### src/rtl/lcd_stream_reader.sv
// rtl/lcd_stream_reader.sv - LCD-side frame token parser with a 2-entry pixel skid buffer
module lcd_stream_reader #(
    parameter int          FRAME_WIDTH     = 480,
    parameter int          FRAME_HEIGHT    = 272,
    parameter logic [16:0] TOK_FRAME_START = 17'h10000,
    parameter logic [16:0] TOK_ROW_START   = 17'h10001,
    parameter logic [16:0] TOK_FRAME_END   = 17'h1FFFF
) (
    input  logic        clk,
    input  logic        rst_n,
    input  logic [16:0] queue_data,
    input  logic        queue_empty,
    output logic        queue_rd_en,
    output logic [15:0] pix_data,
    output logic        pix_valid,
    input  logic        pix_ready,
    output logic        pix_sof,
    output logic        pix_eol,
    output logic        pix_eof,
    output logic        frame_done,
    output logic        proto_error,
    output logic [7:0]  error_count
);
    localparam int COL_W = (FRAME_WIDTH > 1) ? $clog2(FRAME_WIDTH) : 1;
    localparam int ROW_W = $clog2(FRAME_HEIGHT + 1);
    localparam logic [COL_W-1:0] COL_LAST = COL_W'(FRAME_WIDTH - 1);
    localparam logic [ROW_W-1:0] ROW_LAST = ROW_W'(FRAME_HEIGHT - 1);

    typedef enum logic [1:0] {
        WAIT_FRAME,
        WAIT_ROW,
        PIXELS,
        WAIT_END
    } state_t;

    state_t           state;
    state_t           state_nxt;
    logic [COL_W-1:0] col;
    logic [COL_W-1:0] col_nxt;
    logic [ROW_W-1:0] row;
    logic [ROW_W-1:0] row_nxt;
    logic             inflight;
    logic             viol;
    logic             done;
    logic             push;
    logic             pop;
    logic [2:0]       push_marks;

    logic [18:0]      skid_mem [2];
    logic             skid_wr_ptr;
    logic             skid_rd_ptr;
    logic [1:0]       skid_count;
    logic [18:0]      skid_head;

    logic             is_pixel;
    logic             is_fs;
    logic             is_rs;
    logic             is_fe;

    assign is_pixel = !queue_data[16];
    assign is_fs    = (queue_data == TOK_FRAME_START);
    assign is_rs    = (queue_data == TOK_ROW_START);
    assign is_fe    = (queue_data == TOK_FRAME_END);

    // Only pop when the token that would arrive is guaranteed a free skid slot;
    // markers are counted too since their class is unknown until they arrive.
    assign queue_rd_en = rst_n && !queue_empty &&
                         (({1'b0, skid_count} + {2'b00, inflight}) < 3'd2);

    assign skid_head   = skid_mem[skid_rd_ptr];
    assign pix_valid   = (skid_count != 2'd0);
    assign pix_data    = pix_valid ? skid_head[15:0] : 16'h0000;
    assign pix_sof     = pix_valid && skid_head[16];
    assign pix_eol     = pix_valid && skid_head[17];
    assign pix_eof     = pix_valid && skid_head[18];
    assign pop         = pix_valid && pix_ready;

    // Parser: decide next state, counters, skid push and flags for the arriving token.
    always_comb begin
        state_nxt  = state;
        col_nxt    = col;
        row_nxt    = row;
        viol       = 1'b0;
        done       = 1'b0;
        push       = 1'b0;
        push_marks = 3'b000;
        if (inflight) begin
            unique case (state)
                WAIT_FRAME: begin
                    if (is_fs) begin
                        state_nxt = WAIT_ROW;
                        row_nxt   = '0;
                    end
                end
                WAIT_ROW: begin
                    if (is_rs) begin
                        state_nxt = PIXELS;
                        col_nxt   = '0;
                    end else begin
                        viol = 1'b1;
                    end
                end
                PIXELS: begin
                    if (is_pixel) begin
                        push       = 1'b1;
                        push_marks = {(col == COL_LAST) && (row == ROW_LAST),
                                      (col == COL_LAST),
                                      (row == '0) && (col == '0)};
                        if (col == COL_LAST) begin
                            row_nxt   = row + 1'b1;
                            state_nxt = (row == ROW_LAST) ? WAIT_END : WAIT_ROW;
                        end else begin
                            col_nxt = col + 1'b1;
                        end
                    end else begin
                        viol = 1'b1;
                    end
                end
                WAIT_END: begin
                    if (is_fe) begin
                        done      = 1'b1;
                        state_nxt = WAIT_FRAME;
                    end else begin
                        viol = 1'b1;
                    end
                end
                default: state_nxt = WAIT_FRAME;
            endcase
            // A stray frame start still counts as an error but begins a new frame at once.
            if (viol) begin
                state_nxt = is_fs ? WAIT_ROW : WAIT_FRAME;
                if (is_fs) begin
                    row_nxt = '0;
                end
            end
        end
    end

    // Parser state, counters, in-flight tracking and registered status flags.
    always_ff @(posedge clk or negedge rst_n) begin
        if (!rst_n) begin
            state       <= WAIT_FRAME;
            col         <= '0;
            row         <= '0;
            inflight    <= 1'b0;
            frame_done  <= 1'b0;
            proto_error <= 1'b0;
            error_count <= 8'd0;
        end else begin
            state       <= state_nxt;
            col         <= col_nxt;
            row         <= row_nxt;
            inflight    <= queue_rd_en;
            frame_done  <= done;
            proto_error <= viol;
            if (viol && (error_count != 8'hFF)) begin
                error_count <= error_count + 8'd1;
            end
        end
    end

    // Skid buffer: entries are {eof, eol, sof, data}; head drives the pixel outputs.
    always_ff @(posedge clk or negedge rst_n) begin
        if (!rst_n) begin
            skid_mem[0] <= '0;
            skid_mem[1] <= '0;
            skid_wr_ptr <= 1'b0;
            skid_rd_ptr <= 1'b0;
            skid_count  <= 2'd0;
        end else begin
            if (push) begin
                skid_mem[skid_wr_ptr] <= {push_marks, queue_data[15:0]};
                skid_wr_ptr           <= ~skid_wr_ptr;
            end
            if (pop) begin
                skid_rd_ptr <= ~skid_rd_ptr;
            end
            case ({push, pop})
                2'b10:   skid_count <= skid_count + 2'd1;
                2'b01:   skid_count <= skid_count - 2'd1;
                default: skid_count <= skid_count;
            endcase
        end
    end

endmodule

### config.mk
export PLATFORM = sky130hd
export DESIGN_NAME = lcd_stream_reader
export DESIGN_NICKNAME = d
export VERILOG_FILES = /design/src/rtl/lcd_stream_reader.sv
export SDC_FILE = /design/constraint.sdc
export NUM_CORES = 1
export LEC_CHECK = 0
export BUFFER_PORTS_ARGS = -buffer_cell sky130_fd_sc_hd__buf_2
export CORE_MARGIN = 2
export CORE_UTILIZATION = 40
export CTS_CLUSTER_SIZE = 14
export DETAILED_ROUTE_END_ITERATION = 8
export SLEW_MARGIN = 20
export SYNTH_ARGS = -nofsm -noshare
export SYNTH_HDL_FRONTEND = slang
export SYNTH_SLANG_ARGS = --single-unit
export TNS_END_PERCENT = 5
### constraint.sdc
create_clock -name clk -period 2.16 [get_ports clk]
set_input_delay 0.324 -clock clk [delete_from_list [all_inputs] [get_ports clk]]
set_output_delay 0.324 -clock clk [all_outputs]
set_load 0.01 [all_outputs]
---- Yosys cells after proc, flatten, opt, wreduce, memory -nomap -nowiden ----
Index checks and enable logic that the tools add are counted.
cells by class
  magnitude comparators ................... 4
  bitwise gates (word level) .............. 4
  equality and inequality tests ........... 19
  reduce and logical (&&, ||, !) cells .... 19
  add/sub/neg operators ................... 6
  multiplexer cells ....................... 42
operators with widths
  cell                                                             count
  19-bit two-way mux                                               4
  9-bit two-way mux                                                8
  17-bit == test, second input constant                            3
  38-bit bitwise mux                                               1
  9-bit one-hot mux with 2 select lines                            2
  19-bit demux with 1-bit select                                   1
  9-bit by 1-bit adder with 9-bit output, second input constant    2
  9-bit == test, second input constant                             2
  9-bit logical NOT                                                2
  16-bit two-way mux                                               1
  3-bit != test, second input constant                             5
  2-bit two-way mux                                                7
  1-bit two-way mux                                                12
  1-bit logical AND                                                10
  3-bit two-way mux                                                3
  8-bit by 1-bit adder with 8-bit output, second input constant    1
  8-bit != test, second input constant                             1
  2-bit one-hot mux with 4 select lines                            1
  2-bit == test, second input constant                             3
  2-bit != test, second input constant                             3
  6-bit AND reduction                                              1
  2-bit nonzero test                                               3
  5-bit AND reduction                                              1
  2-bit by 1-bit == test with 1-bit output, second input constant  2
  other kinds (12)                                                 15
storage, ports and cells
  input port bits ......................... 21
  output and inout port bits .............. 31
  register bits after elaboration ......... 73

---- Logic depth before layout (Yosys ltp) ----
Gate-level depths: netlist (run 1).
  word-level depth ........................ 6
  depth in mapped cells ................... 8
  gate-level depth less buffers ........... 7

---- Worst setup path before layout (run 1) ----
OpenSTA, ideal clock, no wires.
  kind .................................... register -> register
  from .................................... reg state[0]
  to ...................................... reg skid_mem[21] in the netlist's numbering
  arrival time ............................ 1767 ps
  period minus slack after synthesis ...... 1892 ps
  data required time ...................... 2035 ps
  stages on the path, launching flop included .. 7
  buffers on the path ..................... 3
  slack ................................... 268 ps
  cells stage by stage .................... dfrtp_1 buf_6 or3b_4 or3_1 buf_6 buf_12 mux2_4
between the ends
  longest elaborated chain between the ends .. 3
ends and longest elaborated chain
  element                          RTL line  RTL
  from (decl)                      36        state_t state;
  from (signal assigned)           150       state <= state_nxt;
  2-bit == test                    88        unique case (state)
  1-bit two-way mux                88
  1-bit two-way mux                87        if (inflight) begin
  to (signal, indexed assignment)  172       skid_mem[skid_wr_ptr] <= {push_marks, queue_data[15:0]};
  to (decl)                        49        logic [18:0] skid_mem [2];
No other way between the ends.
A chain may end at the register's enable or synchronous reset.

---- Worst setup path in the final report (run 1) ----
  from .................................... reg col[0]
  to ...................................... reg row[5]
between the ends
  longest elaborated chain between the ends .. 6
ends and longest elaborated chain
  element                                    RTL line  RTL
  from (decl)                                38        logic [COL_W-1:0] col;
  from (signal assigned)                     151       col <= col_nxt;
  9-bit == test (*)                          109       if (col == COL_LAST) begin
  9-bit two-way mux (*)                      109
  9-bit two-way mux (*)                      104       if (is_pixel) begin
  9-bit one-hot mux with 2 select lines (*)  88
  9-bit two-way mux                          132       if (is_fs) begin
  9-bit two-way mux (*)                      130       if (viol) begin
  to (signal assigned)                       152       row <= row_nxt;
  to (decl)                                  40        logic [ROW_W-1:0] row;
Every way passes the cells marked *; elsewhere a longest branch is shown, timed or not.

==> impl_metrics.tcl, run 1 <==
set metrics [dict create \
    core_area_sq_mm 0.00924 \
    syn_to_final_growth_pct 18.4 \
    synth_fa_ha_area_frac 0.0197 \
    row_count 35 \
    vias_per_cell 5.12 \
    synth-seq-cells 73 \
    setup-violations-final 0 \
    slew_viol_final 0 \
    yosysTopAreaCell "dfrtp_1" \
    dieArea_sq_mm 0.0103 \
    synth_common_cells "dfrtp_1 (73), nor2_1 (40), nand2_1 (38)" \
    worst_hold_path_type "input port to asynchronous set/reset pin" \
    maxSlewHeadroom 0.385 \
    drc 0 \
    power_leakage_nw 2.31 \
    fin_nets 453 \
    status "completed" \
    h-tree-depth 3 \
    synth_cell_types 48 \
    ios 52 \
    power.density_mw_per_mm2 678 \
    wl_mm 8.29 \
    yosys.area_share.simple 0.208 \
    crit_slowest_cell "dfrtp_1" \
    grt_overflow 0 \
    cts_tree "done" \
    clock_sinks 73 \
    cts_setup_buffers 0 \
    worstMarginPinSlew_ns 0.922 \
    synth-xor-area-share 0.0276 \
    numPortBuffers 51 \
    antenna_found_initial 0 \
    use_met3 0.0311 \
    crit_family "simple AND/OR/NAND/NOR gates" \
    antenna_left 0 \
    antennaDiodeCount 0 \
    first_pass_iters 4 \
    layout_min_cycle_time_ns 1.95 \
    wl_per_cell_microns 14.8 \
    start_util 0.413 \
    track_usage 0.173 \
    startpoint_type "flip-flop" \
    synth_top_family_by_area "simple AND/OR/NAND/NOR gates" \
    synth_compound_area_frac 0.0538 \
    async_flop_share 1.00 \
    busiest_layer "met2" \
    synth-edff-count 0 \
    chipWidth_microns 102 \
    layout-drive-gt1-share 0.307 \
    gp_congestion 0.829 \
    synth_top_area_share 0.479 \
    num_vias 2864 \
    crit_chain "ha_1 > nand4_1 > or2_1 > nor4_2 > or3b_1 > nand2_1" \
    peakVddDrop_mv 0.313 \
    ys.flop_type "dfrtp_1" \
    synth_area_leaders "dfrtp_1 (48%), mux2_4 (6.3%), mux2i_1 (6.0%), mux2_2 (5.6%), nor2_1 (3.9%)" \
    hold_buffers 0 \
    grt_pass1_vias 2785 \
    ys_seq_area_frac 0.479 \
    grt_util_met1 0.250 \
    crit_fanout 5 \
    ys_warn_count 0 \
    worstPathRequired_ns 2.45 \
    hpwlAfterDp_mm 5.74 \
    crit_path_max_incr_delay_ns 0.40 \
    worst_slack_ns 0.207 \
    power_mw 3.06 \
    fin_worst_skew_ns 0.0110 \
    syn_area_per_cell_sq_um 10.7 \
    fmaxAchievable_mhz 512 \
    period_share 0.904 \
    arrival_ns 2.24 \
    clk_latency_ns 0.35 \
    cts_buffers 9 \
    grt_first_pass_wirelength_mm 13.9 \
    max_cap_viol_count 0 \
    syn-num-nets 385 \
    cts_buffer_depth 2 \
    syn_area_sq_mm 0.00381 \
    use_met2 0.263 \
    synthCells 358 \
    yosysMostFrequentCell "dfrtp_1" \
    clockRootBuffer "clkbuf_8" \
    clk_pin_slew_worst_paths_ns 0.08 \
    critPathCaptureType "flip-flop" \
    worst-path-buf-inv 0 \
    drtIter0Drc 125 \
    final_hold_viol_count 0 \
    grt_max_degree 74 \
    dp_slack_ns 0.0878 \
    synthMuxAreaShare 0.179 \
    cts.repair.resized 0 \
    path_class "flip-flop to flip-flop" \
    fill_cells 883 \
    fp.dieH_microns 102 \
]
[path summary, 6_finish.rpt]
check / start / endpoint / slack (ns) / cells after the start
worst max-delay path: col[0] / row[5] / 0.21 / 6
worst min-delay path: rst_n / skid_count[1] / 0.20 / 2
worst max register to register: col[0] / row[5] / 0.21 / 6
worst min register to register: skid_mem[37] / skid_mem[37] / 0.48 / 2
max in group asynchronous: rst_n / col[8] / 1.33 / 2
min in group clk: queue_empty / inflight / 0.22 / 4
[layer usage]
layer  routed length [microns]  vias up
met5                         0        -
met4                       122        0
met1                      4140     1383
li1                          -     1409
met2                      3720       62
met3                       310       10
[worst register-to-register path, delay by kind of cell, from the launching register on]
kind | cells | cell delay, ns
flip-flops | 1 | 0.40
adder cells (fa/ha/maj) | 1 | 0.25
AND/OR/NAND/NOR | 5 | 1.26
[report_power, final]
group	internal (mW)	switching [mW]	leakage [nW]
clock network	0.640	0.514	0.109
registers	1.40	0.0269	1.01
logic	0.180	0.300	1.20
[cells in the final DEF (no fill, tap or decap), types with 2 or more instances in the layout]
cell	count
buf_2	51
inv_1	6
dfrtp_1	73
nor2_1	40
nor2b_1	3
or3_1	2
bufinv_16	2
nor4_2	2
o21ai_0	20
xnor2_1	3
nor3_2	2
nand3_1	9
and3_1	5
nor4_1	10
xor2_1	9
nand4_1	12
a21o_1	2
buf_4	19
ha_1	6
a21oi_1	7
mux2_4	16
a31oi_1	2
nor3_1	5
mux2i_1	23
mux2_2	19
nand2_1	38
clkbuf_8	9
clkinv_2	3
nand2b_1	2
and4_1	4
o31ai_1	2
nor3b_1	3
[state kept, by name, indices dropped and copies added, names as in the netlist, 2 cells and up]
register     cells
error_count      8
state            2
skid_count       2
col              9
row              9
skid_mem        38
[per-stage QoR]
stage | area, sq um | util | TNS, ns | hold slack (ns) | cells
finish | 4520 | 0.489 | 0 | 0.200 | 559
detailed placement | 4300 | 0.465 | 0 | 0.469 | 544
global placement | 4300 | 0.465 | 0 | 0.463 | 544
CTS | 4500 | 0.487 | 0 | 0.214 | 559
global route | 4520 | 0.489 | -0.000454 | 0.254 | 559
floorplan | 3810 | - | 0 | 0.0284 | 358
[layout make-up]
| class | instances | area (sq um) | share of cell area |
|---|---|---|---|
| clock buffer | 9 | 124 | 0.0274 |
| multi-input combinational | 264 | 1880 | 0.415 |
| timing repair buffer | 71 | 418 | 0.0925 |
| inverter | 7 | 26.3 | 0.00582 |
| clock inverter | 6 | 83.8 | 0.0186 |
| tap | 129 | 161 | 0.0357 |
| sequential | 73 | 1830 | 0.405 |
[cells by family after synthesis]
| family | Yosys count |
|---|---|
| AOI/OAI and AO/OA | 36 |
| muxes | 58 |
| DFF | 73 |
| buffers and inverters | 21 |
| xor gates and xnor gates | 12 |
| adders and majority gates | 6 |
| and+or+nand+nor | 152 |
Note: power is estimated with default switching activity, not from simulation.
==> run 2: changes to the inputs <==
--- a/config.mk
+++ b/config.mk
@@ -5,6 +5,7 @@
 export SDC_FILE = /design/constraint.sdc
 export NUM_CORES = 1
 export LEC_CHECK = 0
+export ABC_AREA = 1
 export BUFFER_PORTS_ARGS = -buffer_cell sky130_fd_sc_hd__buf_2
 export CORE_MARGIN = 2
 export CORE_UTILIZATION = 40
==> impl_metrics.tcl, run 2 <==
set metrics [dict create \
    yosysMostFrequentCell "nand2_1" \
    dp.cells 730 \
    cts_buffers 9 \
    cts_buffer_depth 2 \
    numPortBuffers 51 \
    crit_family "simple AND/OR/NAND/NOR gates" \
    vias_per_cell 4.92 \
    crit_slowest_cell "nor3_1" \
    grt_pass1_vias 3471 \
    ys.flop_type "dfrtp_1" \
    crit_path_max_incr_delay_ns 0.58 \
    status "completed" \
    core_area_sq_mm 0.00977 \
    ios 52 \
    chipWidth_microns 104 \
    rsz0062_at_grt "no" \
    startpoint_type "flip-flop" \
    synth_top_area_share 0.455 \
    gp_congestion 0.868 \
    async_flop_share 1.00 \
    drtIter0Drc 207 \
    fin_nets 635 \
    synthCells 554 \
    dp_slack_ns 0.114 \
    slew_viol_final 0 \
    crit_fanout 8 \
    clk_pin_slew_worst_paths_ns 0.07 \
    largest_register_ffs 38 \
    start_util 0.411 \
    synth-seq-cells 73 \
    worstMarginPinSlew_ns 0.929 \
    antennaDiodeCount 0 \
    clock_sinks 73 \
    layout_min_cycle_time_ns 1.88 \
    clockRootBuffer "clkbuf_8" \
    ys_seq_area_frac 0.455 \
    wl_per_cell_microns 12.7 \
    worst-path-buf-inv 0 \
    final_common_cell "nand2_1" \
    layout-drive-gt1-share 0.135 \
    power_mw 3.64 \
    final_hold_viol_count 0 \
    final_cell_mix "nand2_1 (198), dfrtp_1 (73), inv_1 (55)" \
    syn-num-nets 581 \
    worstPathRequired_ns 2.36 \
    track_usage 0.185 \
    regMostFlops "skid_mem" \
    synth-edff-count 0 \
    row_count 36 \
    antenna_left 0 \
    peakVddDrop_mv 0.350 \
    dieArea_sq_mm 0.0109 \
    wl_mm 9.45 \
    period_share 0.868 \
    fin_worst_skew_ns 0.0127 \
    setup-violations-final 0 \
    instances_no_fill 746 \
    fin_hold_ws_ns 0.134 \
    hpwlAfterDp_mm 6.62 \
    critPathCaptureType "flip-flop" \
    first_pass_iters 5 \
    h-tree-depth 3 \
    grt_max_degree 74 \
    syn_area_sq_mm 0.00402 \
    fp.dieH_microns 104 \
    reg_top3 "skid_mem: 38 flops, col: 9 flops, row: 9 flops" \
    grt_first_pass_wirelength_mm 16.5 \
    yosysTopAreaCell "dfrtp_1" \
    path_class "flip-flop to flip-flop" \
    power.density_mw_per_mm2 782 \
    crit_chain "ha_1 > nand2_1 > nor2_1 > nand2_1 > a21oi_1 > nor3_1 > o21ai_0" \
    syn_to_final_growth_pct 16.0 \
    drc 0 \
    grt_overflow 0 \
    worst_hold_path_type "input port to flip-flop" \
    max_cap_viol_count 0 \
    synth_area_leaders "dfrtp_1 (45%), nand2_1 (18%), o21ai_0 (6.4%), inv_1 (5.1%), nand3_1 (4.1%)" \
    synth_common_cells "nand2_1 (198), dfrtp_1 (73), inv_1 (55)" \
    maxSlewHeadroom 0.381 \
    ys_warn_count 0 \
    arrival_ns 2.08 \
    num_vias 3668 \
    power_leakage_nw 2.29 \
    clk_latency_ns 0.36 \
    path_common_cell "nand2_1" \
    antenna_found_initial 0 \
    tns_ns 0 \
    syn_area_per_cell_sq_um 7.25 \
    cts_tree "done" \
    fmaxAchievable_mhz 533 \
    worst_slack_ns 0.284 \
    synth_cell_types 29 \
]
run 2: cell count changes in the layout (fill, tap and decap cells not counted), sizes merged, moves of 4 or more:
cell / delta
nand3: +25
inv: +52
and3: -4
nor4: -8
and4: -4
nor3b: -4
o21ai: +41
mux2: -35
clkinv: -5
mux2i: -23
a21oi: +14
nand2: +159
buf: -10
run 2: cells by family after synthesis:
| family | count (synthesis) | share of synthesized area |
|---|---|---|
| flops | 73 | 0.455 |
| xor+xnor | 14 | 0.0305 |
| simple gates | 300 | 0.312 |
| buf+inv | 77 | 0.0779 |
| fa+ha+maj | 6 | 0.0187 |
| compound gates | 84 | 0.106 |
run 2: routing by layer:
| layer | GRT usage | up-vias | part of all wire |
|---|---|---|---|
| li1 | - | 1880 | - |
| met1 | 0.250 | 1690 | 0.46 |
| met2 | 0.296 | 89 | 0.47 |
| met3 | 0.0407 | 9 | 0.056 |
| met4 | 0.0589 | 0 | 0.011 |
| met5 | 0 | - | 0 |
run 2: final timing paths:
kind / to / startpoint / slack, ns / cells after the start
worst min-delay path: inflight / queue_empty / 0.13 / 2
worst max-delay path: col[5] / col[0] / 0.28 / 7
max in group asynchronous: skid_mem[8] / rst_n / 1.32 / 2
worst min register to register: skid_mem[19] / skid_mem[19] / 0.49 / 2
worst max register to register: col[5] / col[0] / 0.28 / 7
min in group asynchronous: skid_mem[32] / rst_n / 0.20 / 2
run 2: where the power goes:
group          switching, mW  internal (mW)  total, mW
Combinational          0.567          0.274      0.842
Clock                  0.511          0.714       1.23
Sequential             0.107           1.47       1.58
Total                   1.19           2.46       3.64
run 2: cell type report:
| cell class | instances | area [sq um] |
|---|---|---|
| Tap cell | 133 | 166 |
| Inverter | 59 | 228 |
| Fill cell | 1006 | 5110 |
| Timing Repair Buffer | 61 | 330 |
| Sequential cell | 73 | 1830 |
| Multi-Input combinational cell | 404 | 1880 |
| Clock buffer | 12 | 155 |
| Clock inverter | 4 | 75.1 |
run 2: what timing repair did:
action                     4_1_cts  5_1_grt
resized for setup                0        1
buffers inserted                 0        0
hold buffers                     0        0
setup endpoints to repair        0        1
run 2: per-stage QoR:
stage          utilization  area, sq um
2_1_floorplan            -         4020
3_3_place_gp         0.453         4430
3_5_place_dp         0.453         4430
4_1_cts              0.476         4660
5_1_grt              0.477         4660
6_report             0.477         4660
